### src/rtl/ptmch_pkg.sv
// Shared channel indices and log-entry layout for the trigger logger.
package ptmch_pkg;

  localparam int CH_PROG_EXEC = 0;
  localparam int CH_RD_STATUS = 1;
  localparam int CH_BLK_ERASE = 2;
  localparam int CH_PAGE_READ = 3;
  localparam int CH_WR_STATUS = 4;
  localparam int NUM_TRG_CH   = 5;

  localparam int LOG_TS_W = 24;

  typedef struct packed {
    logic                  ovf;
    logic [NUM_TRG_CH-1:0] ch_mask;
    logic [LOG_TS_W-1:0]   ts;
  } trg_log_entry_t;

endpackage

### src/rtl/ptmch_sync_fifo.sv
// Show-ahead synchronous FIFO; write-to-visible is one cycle, head is visible combinationally.
// A push while full is accepted only when a pop happens in the same cycle; clr has priority.
module ptmch_sync_fifo #(
  parameter int P_W     = 8,
  parameter int P_DEPTH = 16
) (
  input  logic                       clk,
  input  logic                       rst_n,
  input  logic                       clr,
  input  logic                       push,
  input  logic [P_W-1:0]             wdata,
  input  logic                       pop,
  output logic [P_W-1:0]             rdata,
  output logic                       full,
  output logic                       empty,
  output logic [$clog2(P_DEPTH):0]   level
);

  localparam int AW = $clog2(P_DEPTH);
  localparam logic [AW:0] LVL_FULL = (AW+1)'(P_DEPTH);

  logic [P_W-1:0] mem [P_DEPTH];
  logic [AW-1:0]  wptr;
  logic [AW-1:0]  rptr;
  logic           do_push;
  logic           do_pop;

  assign empty   = (level == '0);
  assign full    = (level == LVL_FULL);
  assign do_pop  = pop & ~empty;
  assign do_push = push & (~full | do_pop);
  // Zero the head while empty so the output is deterministic out of reset.
  assign rdata   = empty ? '0 : mem[rptr];

  always_ff @(posedge clk or negedge rst_n) begin
    if (!rst_n) begin
      wptr  <= '0;
      rptr  <= '0;
      level <= '0;
    end else if (clr) begin
      wptr  <= '0;
      rptr  <= '0;
      level <= '0;
    end else begin
      if (do_push) wptr <= wptr + 1'b1;
      if (do_pop)  rptr <= rptr + 1'b1;
      case ({do_push, do_pop})
        2'b10:   level <= level + 1'b1;
        2'b01:   level <= level - 1'b1;
        default: ;
      endcase
    end
  end

  always_ff @(posedge clk) begin
    if (do_push & ~clr) mem[wptr] <= wdata;
  end

endmodule

### src/rtl/ptmch_trg_log.sv
// Timestamped trigger-event logger: edge at sample k is logged at edge k+1 (k+4 with PTMCH_TRG_LOG_GLITCH_FLT_EN).
// No backpressure on triggers: events arriving while the FIFO is full are dropped, counted and flagged via OVF.
module ptmch_trg_log
  import ptmch_pkg::*;
#(
  parameter int P_DEPTH = 16,
  parameter int P_TS_W  = 24,
  parameter int P_CNT_W = 16
) (
  input  logic                          CLK160M,
  input  logic                          RESET_N,
  input  logic [NUM_TRG_CH-1:0]         TRG_PLS,
  input  logic                          CLR,
  input  logic                          RD_EN,
  output logic                          RD_VLD,
  output logic [P_TS_W+5:0]             RD_DATA,
  output logic [$clog2(P_DEPTH):0]      FIFO_LVL,
  output logic                          FIFO_FULL,
  output logic [NUM_TRG_CH*P_CNT_W-1:0] EVT_CNT,
  output logic [P_CNT_W-1:0]            DROP_CNT
);

  logic [P_TS_W-1:0]     ts_cnt;
  logic [NUM_TRG_CH-1:0] trg_q;
  logic [NUM_TRG_CH-1:0] sr_trg_1d;
  logic [NUM_TRG_CH-1:0] edge_vec;
  logic                  stg_vld;
  logic [NUM_TRG_CH-1:0] stg_mask;
  logic [P_TS_W-1:0]     stg_ts;
  logic                  ovf_flag;
  logic [P_CNT_W-1:0]    drop_cnt;
  logic [P_CNT_W-1:0]    evt_cnt [NUM_TRG_CH];
  logic                  fifo_full;
  logic                  fifo_empty;
  logic                  pop_req;
  logic                  push_ok;
  logic                  drop;

`ifdef PTMCH_TRG_LOG_GLITCH_FLT_EN
  // Run counter saturates at 3; the fourth consecutive high sample qualifies the bit.
  logic [1:0] run_cnt [NUM_TRG_CH];

  always_ff @(posedge CLK160M or negedge RESET_N) begin
    if (!RESET_N) begin
      for (int i = 0; i < NUM_TRG_CH; i++) run_cnt[i] <= '0;
    end else begin
      for (int i = 0; i < NUM_TRG_CH; i++) begin
        if (!TRG_PLS[i])              run_cnt[i] <= '0;
        else if (run_cnt[i] != 2'd3)  run_cnt[i] <= run_cnt[i] + 1'b1;
      end
    end
  end

  always_comb begin
    trg_q = '0;
    for (int i = 0; i < NUM_TRG_CH; i++) trg_q[i] = TRG_PLS[i] & (run_cnt[i] == 2'd3);
  end
`else
  assign trg_q = TRG_PLS;
`endif

  assign edge_vec = trg_q & ~sr_trg_1d;

  assign pop_req = RD_EN & ~fifo_empty & ~CLR;
  assign push_ok = stg_vld & ~CLR & (~fifo_full | pop_req);
  assign drop    = stg_vld & ~CLR & fifo_full & ~pop_req;

  // The edge is staged one cycle with its timestamp, then written or dropped.
  always_ff @(posedge CLK160M or negedge RESET_N) begin
    if (!RESET_N) begin
      ts_cnt    <= '0;
      sr_trg_1d <= '0;
      stg_vld   <= 1'b0;
      stg_mask  <= '0;
      stg_ts    <= '0;
      ovf_flag  <= 1'b0;
      drop_cnt  <= '0;
      for (int i = 0; i < NUM_TRG_CH; i++) evt_cnt[i] <= '0;
    end else begin
      ts_cnt    <= ts_cnt + 1'b1;
      sr_trg_1d <= trg_q;
      stg_mask  <= edge_vec;
      stg_ts    <= ts_cnt;
      if (CLR) begin
        stg_vld  <= 1'b0;
        ovf_flag <= 1'b0;
        drop_cnt <= '0;
        for (int i = 0; i < NUM_TRG_CH; i++) evt_cnt[i] <= '0;
      end else begin
        stg_vld <= |edge_vec;
        if (drop) begin
          ovf_flag <= 1'b1;
          if (drop_cnt != '1) drop_cnt <= drop_cnt + 1'b1;
        end else if (push_ok) begin
          ovf_flag <= 1'b0;
        end
        for (int i = 0; i < NUM_TRG_CH; i++) begin
          if (stg_vld && stg_mask[i] && (evt_cnt[i] != '1)) evt_cnt[i] <= evt_cnt[i] + 1'b1;
        end
      end
    end
  end

  ptmch_sync_fifo #(
    .P_W     (P_TS_W + 6),
    .P_DEPTH (P_DEPTH)
  ) u_fifo (
    .clk   (CLK160M),
    .rst_n (RESET_N),
    .clr   (CLR),
    .push  (push_ok),
    .wdata ({ovf_flag, stg_mask, stg_ts}),
    .pop   (pop_req),
    .rdata (RD_DATA),
    .full  (fifo_full),
    .empty (fifo_empty),
    .level (FIFO_LVL)
  );

  assign RD_VLD    = ~fifo_empty;
  assign FIFO_FULL = fifo_full;
  assign DROP_CNT  = drop_cnt;

  for (genvar g = 0; g < NUM_TRG_CH; g++) begin : g_evt
    assign EVT_CNT[g*P_CNT_W +: P_CNT_W] = evt_cnt[g];
  end

endmodule

### config.mk
export PLATFORM = sky130hd
export DESIGN_NAME = ptmch_trg_log
export DESIGN_NICKNAME = d
export VERILOG_FILES = /design/src/rtl/ptmch_pkg.sv /design/src/rtl/ptmch_sync_fifo.sv /design/src/rtl/ptmch_trg_log.sv
export SDC_FILE = /design/constraint.sdc
export NUM_CORES = 1
export LEC_CHECK = 0
export BUFFER_PORTS_ARGS = -buffer_cell sky130_fd_sc_hd__buf_2
export CORE_MARGIN = 5
export CORE_UTILIZATION = 40
export DETAILED_ROUTE_END_ITERATION = 8
export MAX_ROUTING_LAYER = met4
export PLACE_DENSITY_LB_ADDON = 0.3
export SETUP_SLACK_MARGIN = 0.3
export SYNTH_ARGS = -nofsm -noshare
export SYNTH_HDL_FRONTEND = slang
export SYNTH_SLANG_ARGS = --single-unit
### constraint.sdc
create_clock -name CLK160M -period 12.1 [get_ports CLK160M]
set_input_delay 2.42 -clock CLK160M [delete_from_list [all_inputs] [get_ports CLK160M]]
set_output_delay 2.42 -clock CLK160M [all_outputs]
set_load 0.02 [all_outputs]
==> impl.org <==
** CTS
- For this design, the CTS-stage hold fixing added 0 buffers.
- TritonCTS built the clock tree.
- CTS clock-pin slew for the worst setup and hold paths :: ~0.060 ns
- Clock tree synthesis found a total of ~650 sinks.
- Once the clock tree was built, the setup fixing pass inserted 0 buffers.
- Root Driver :: sky130_fd_sc_hd__clkbuf_16
- Clock Path Buffers :: 3
- Latest clock arrival within the worst-skew pair :: roughly 0.60 ns
- Number of clock buffers inserted by TritonCTS :: 70
- Post-CTS sizing :: 0
- In this run the number of H-tree levels came out at 3.

** Logic synthesis
- Post-synth EDFFs :: between 400 and 500
- The netlist uses 62 different library cells.
- The cell area that synthesis handed to floorplanning was between 0.02 and 0.03 mm2.
- Yosys warning count :: 0
- Of all flip-flops after synthesis, the portion carrying an async set or reset was 0.2604.
- In this run, synthesis produced a sequential element count of approximately 650.
- Number of instances in the synthesized netlist :: ~1,500
- Sequential fraction of the synthesis area :: 0.7104
- Post-Synthesis Net Count :: around 1,500
- Most used flip-flop cell after synthesis :: sky130_fd_sc_hd__edfxtp_1
- Average cell area after synthesis :: 17.23 um2

** Power and ir drop
- PnR Total Power :: between 5000 and 6000 uW
- VDD sags by at most approximately 0.096 mV.
- Power spread over the standard cell area amounts to 175.4 mW/mm2.
- Leakage power :: about 0.011 uW

** Timing
- Headroom to the max-slew limit came out at 0.2147.
- For the pin with the worst max-slew slack, the measured transition is ~1.2 ns.
- Derived from the worst setup path, the maximum achievable clock frequency is 157.8 MHz.
- Final Slew Violations :: 0
- The number of hold violations in the final report was 0.
- Counting I/O delays and the setup requirement, the final critical path takes 6.336 ns.
- Worst Clk Skew :: 0.02495 ns
- Dividing the final minimum period by the clock period gives 0.5236.
- Unrepaired setup endpoints after global routing :: false
- Setup violations remaining at the end of the flow were counted as 0.
- Setup TNS :: 0 ns

** Die
- Die Wd :: around 270 um
- The die covers between 0.07 and 0.08 mm2.
- For this design the top-level I/O count stands at roughly 140.
- Core box area :: about 0.065 mm2
- Starting density of the core :: 0.4013
- From bottom edge to top edge, the die measures between 200 and 300 um.
- Row generation in the floorplan step produced 94 rows.

** Placed design
- Total half-perimeter wirelength after legalization and detailed placement :: ~32,000 um
- Number of buffer cells added on primary ports :: 141
- At the end of routability-driven placement, the weighted congestion stood at between 0.8 and 0.9.

** Cells and area
- The top cell types in the final layout, fill and taps aside, are 480 x sky130_fd_sc_hd__edfxtp_1, 166 x sky130_fd_sc_hd__dfrtp_1, 139 x sky130_fd_sc_hd__buf_2, 120 x sky130_fd_sc_hd__mux4_2, 110 x sky130_fd_sc_hd__nor2_1.
- Total number of nets in the final design :: 1,715
- Most common cell after layout, fill and taps aside :: sky130_fd_sc_hd__edfxtp_1
- Relative to the synthesized area, the layout overhead comes to 15.69%.
- Layout cell share with drive strength beyond 1 :: 0.2473

** Detailed routing
- After detailed routing, the number of vias per cell comes to 5.368.
- DRC viols :: 0
- The routed layout has between 10,000 and 15,000 vias.
- The first detailed-routing pass ran for 5 iterations.
- After detailed routing, the average wire length per cell comes to about 22 um.
- Final ANT Viol Nets :: 0
- The detailed router finished its first iteration with about 1,000 violations.
- Wires add up to between 50,000 and 60,000 um.

** Global route
- The first global-routing pass estimated around 89,000 um of wire.
- Entering global routing, the biggest net connects 77 pins.
- Tot GR Track Use :: 0.1669
- Antenna violations before repair :: 5
- Via count of the first global-routing pass :: 14,696
- Global routing finished with a remaining overflow of 0.

** Job
- Max-capacitance violation count :: 0

** Critical path
- Arrival time worst endpoint :: roughly 4 ns
- The worst setup path is of the flip-flop to output port kind.
- The worst setup path is launched from a flip-flop.
- The worst setup path is captured at an output port.
- Along the worst path, the maximum fanout reaches 30.
- WP data required :: 9.68 ns

** Outcome
- The flow ran to the end, and the final reports show no timing, DRC or antenna violations.

** Hold path
- Tightest Hold Check Type :: flip-flop to flip-flop
synthesized netlist by cell type (all sizes together), types with 11 or more instances:
cell    number  area [um2]
o22ai       30       187.7
nor2       114       427.9
nand2       52       197.7
nand4       27       181.4
ha          14       175.2
mux2i       70       700.7
clkbuf      31       116.4
dfrtp      169        4229
and3        14       87.58
a21oi       23       118.9
nor3        32       175.2
buf         38       190.2
nand3       52       265.3
mux4       120        2703
and4        20       175.2
nor4        22       196.4
inv         13       48.80
xnor2       81       709.4
edfxtp     480       14410
xor2        28       245.2
and2        11       68.82
cells by family (layout without fill, tap and decap cells):
group	after synthesis	count (layout)	share of synthesized area
AOI/OAI and AO/OA	96	96	0.02370
muxes	191	191	0.1301
and+or+nand+nor	382	382	0.07919
adders and majority gates	14	14	0.006675
xor gates and xnor gates	109	109	0.03638
other	0	5	0
buffers and inverters	82	306	0.01354
DFF	649	649	0.7104
registers in the layout, indices dropped and copies added, names as in the netlist:
name and flops:
u_fifo.mem 480, u_fifo.rptr 4, ts_cnt 24, u_fifo.level 5, stg_vld 1, EVT_CNT 80, ovf_flag 1, sr_trg_1d 5
u_fifo.wptr 4, DROP_CNT 16, stg_mask 5, stg_ts 24
cell type report:
cell class / instances / area (um2)
sequential: 649 / 18650
inverter: 13 / 48.80
antenna: 5 / 12.51
fill: 5645 / 35030
timing repair buffer: 166 / 902.1
clock buffer: 105 / 2068
tap: 864 / 1081
clock inverter: 22 / 262.8
multi-input combinational: 792 / 7330
per-stage QoR:
step	hold slack, ns	util	cell area, um2	cells	setup slack [ns]
6_report	0.4055	0.4643	30360	2616	5.764
4_1_cts	0.4070	0.4641	30350	2611	5.735
5_1_grt	0.4231	0.4643	30360	2616	5.553
2_1_floorplan	0.3729	-	26240	1523	5.685
3_5_place_dp	0.3912	0.4284	28020	2484	6.374
3_3_place_gp	0.3882	0.4284	28020	2484	6.389
where the power goes:
group / internal [uW] / switching (uW) / total (uW)
Clock: 1290 / 844 / 2140
Sequential: 2400 / 78.8 / 2480
Combinational: 285 / 429 / 713
Total: 3980 / 1350 / 5330
critical path: stages, from the launching register on:
cell and delay [ns]:
sky130_fd_sc_hd__dfrtp_1 0.48, sky130_fd_sc_hd__nor4_4 0.80, sky130_fd_sc_hd__nand2_1 0.43, sky130_fd_sc_hd__nand2b_2 0.90
sky130_fd_sc_hd__o22ai_1 0.41, sky130_fd_sc_hd__buf_2 0.29
path summary, 6_finish.rpt:
check | startpoint | to | slack (ns) | cells past startpoint
max in group asynchronous | RESET_N | EVT_CNT[46] | 9.03 | 2
worst min register to register | sr_trg_1d[4] | stg_mask[4] | 0.41 | 1
worst min-delay path | sr_trg_1d[4] | stg_mask[4] | 0.41 | 1
worst max-delay path | u_fifo.level[1] | RD_DATA[29] | 5.76 | 5
min in group asynchronous | RESET_N | DROP_CNT[10] | 1.79 | 1
worst max register to register | u_fifo.level[1] | u_fifo.mem[4][21] | 9.05 | 6
metal layers:
metal | share of wire | track usage | wire [um]
met2 | 0.48 | 0.2594 | 27400
met3 | 0.064 | 0.04654 | 3674
met4 | 0.019 | 0.03771 | 1068
met5 | 0 | - | 0
met1 | 0.44 | 0.2228 | 25130
No activity file was read; power rests on OpenSTA's default activity.
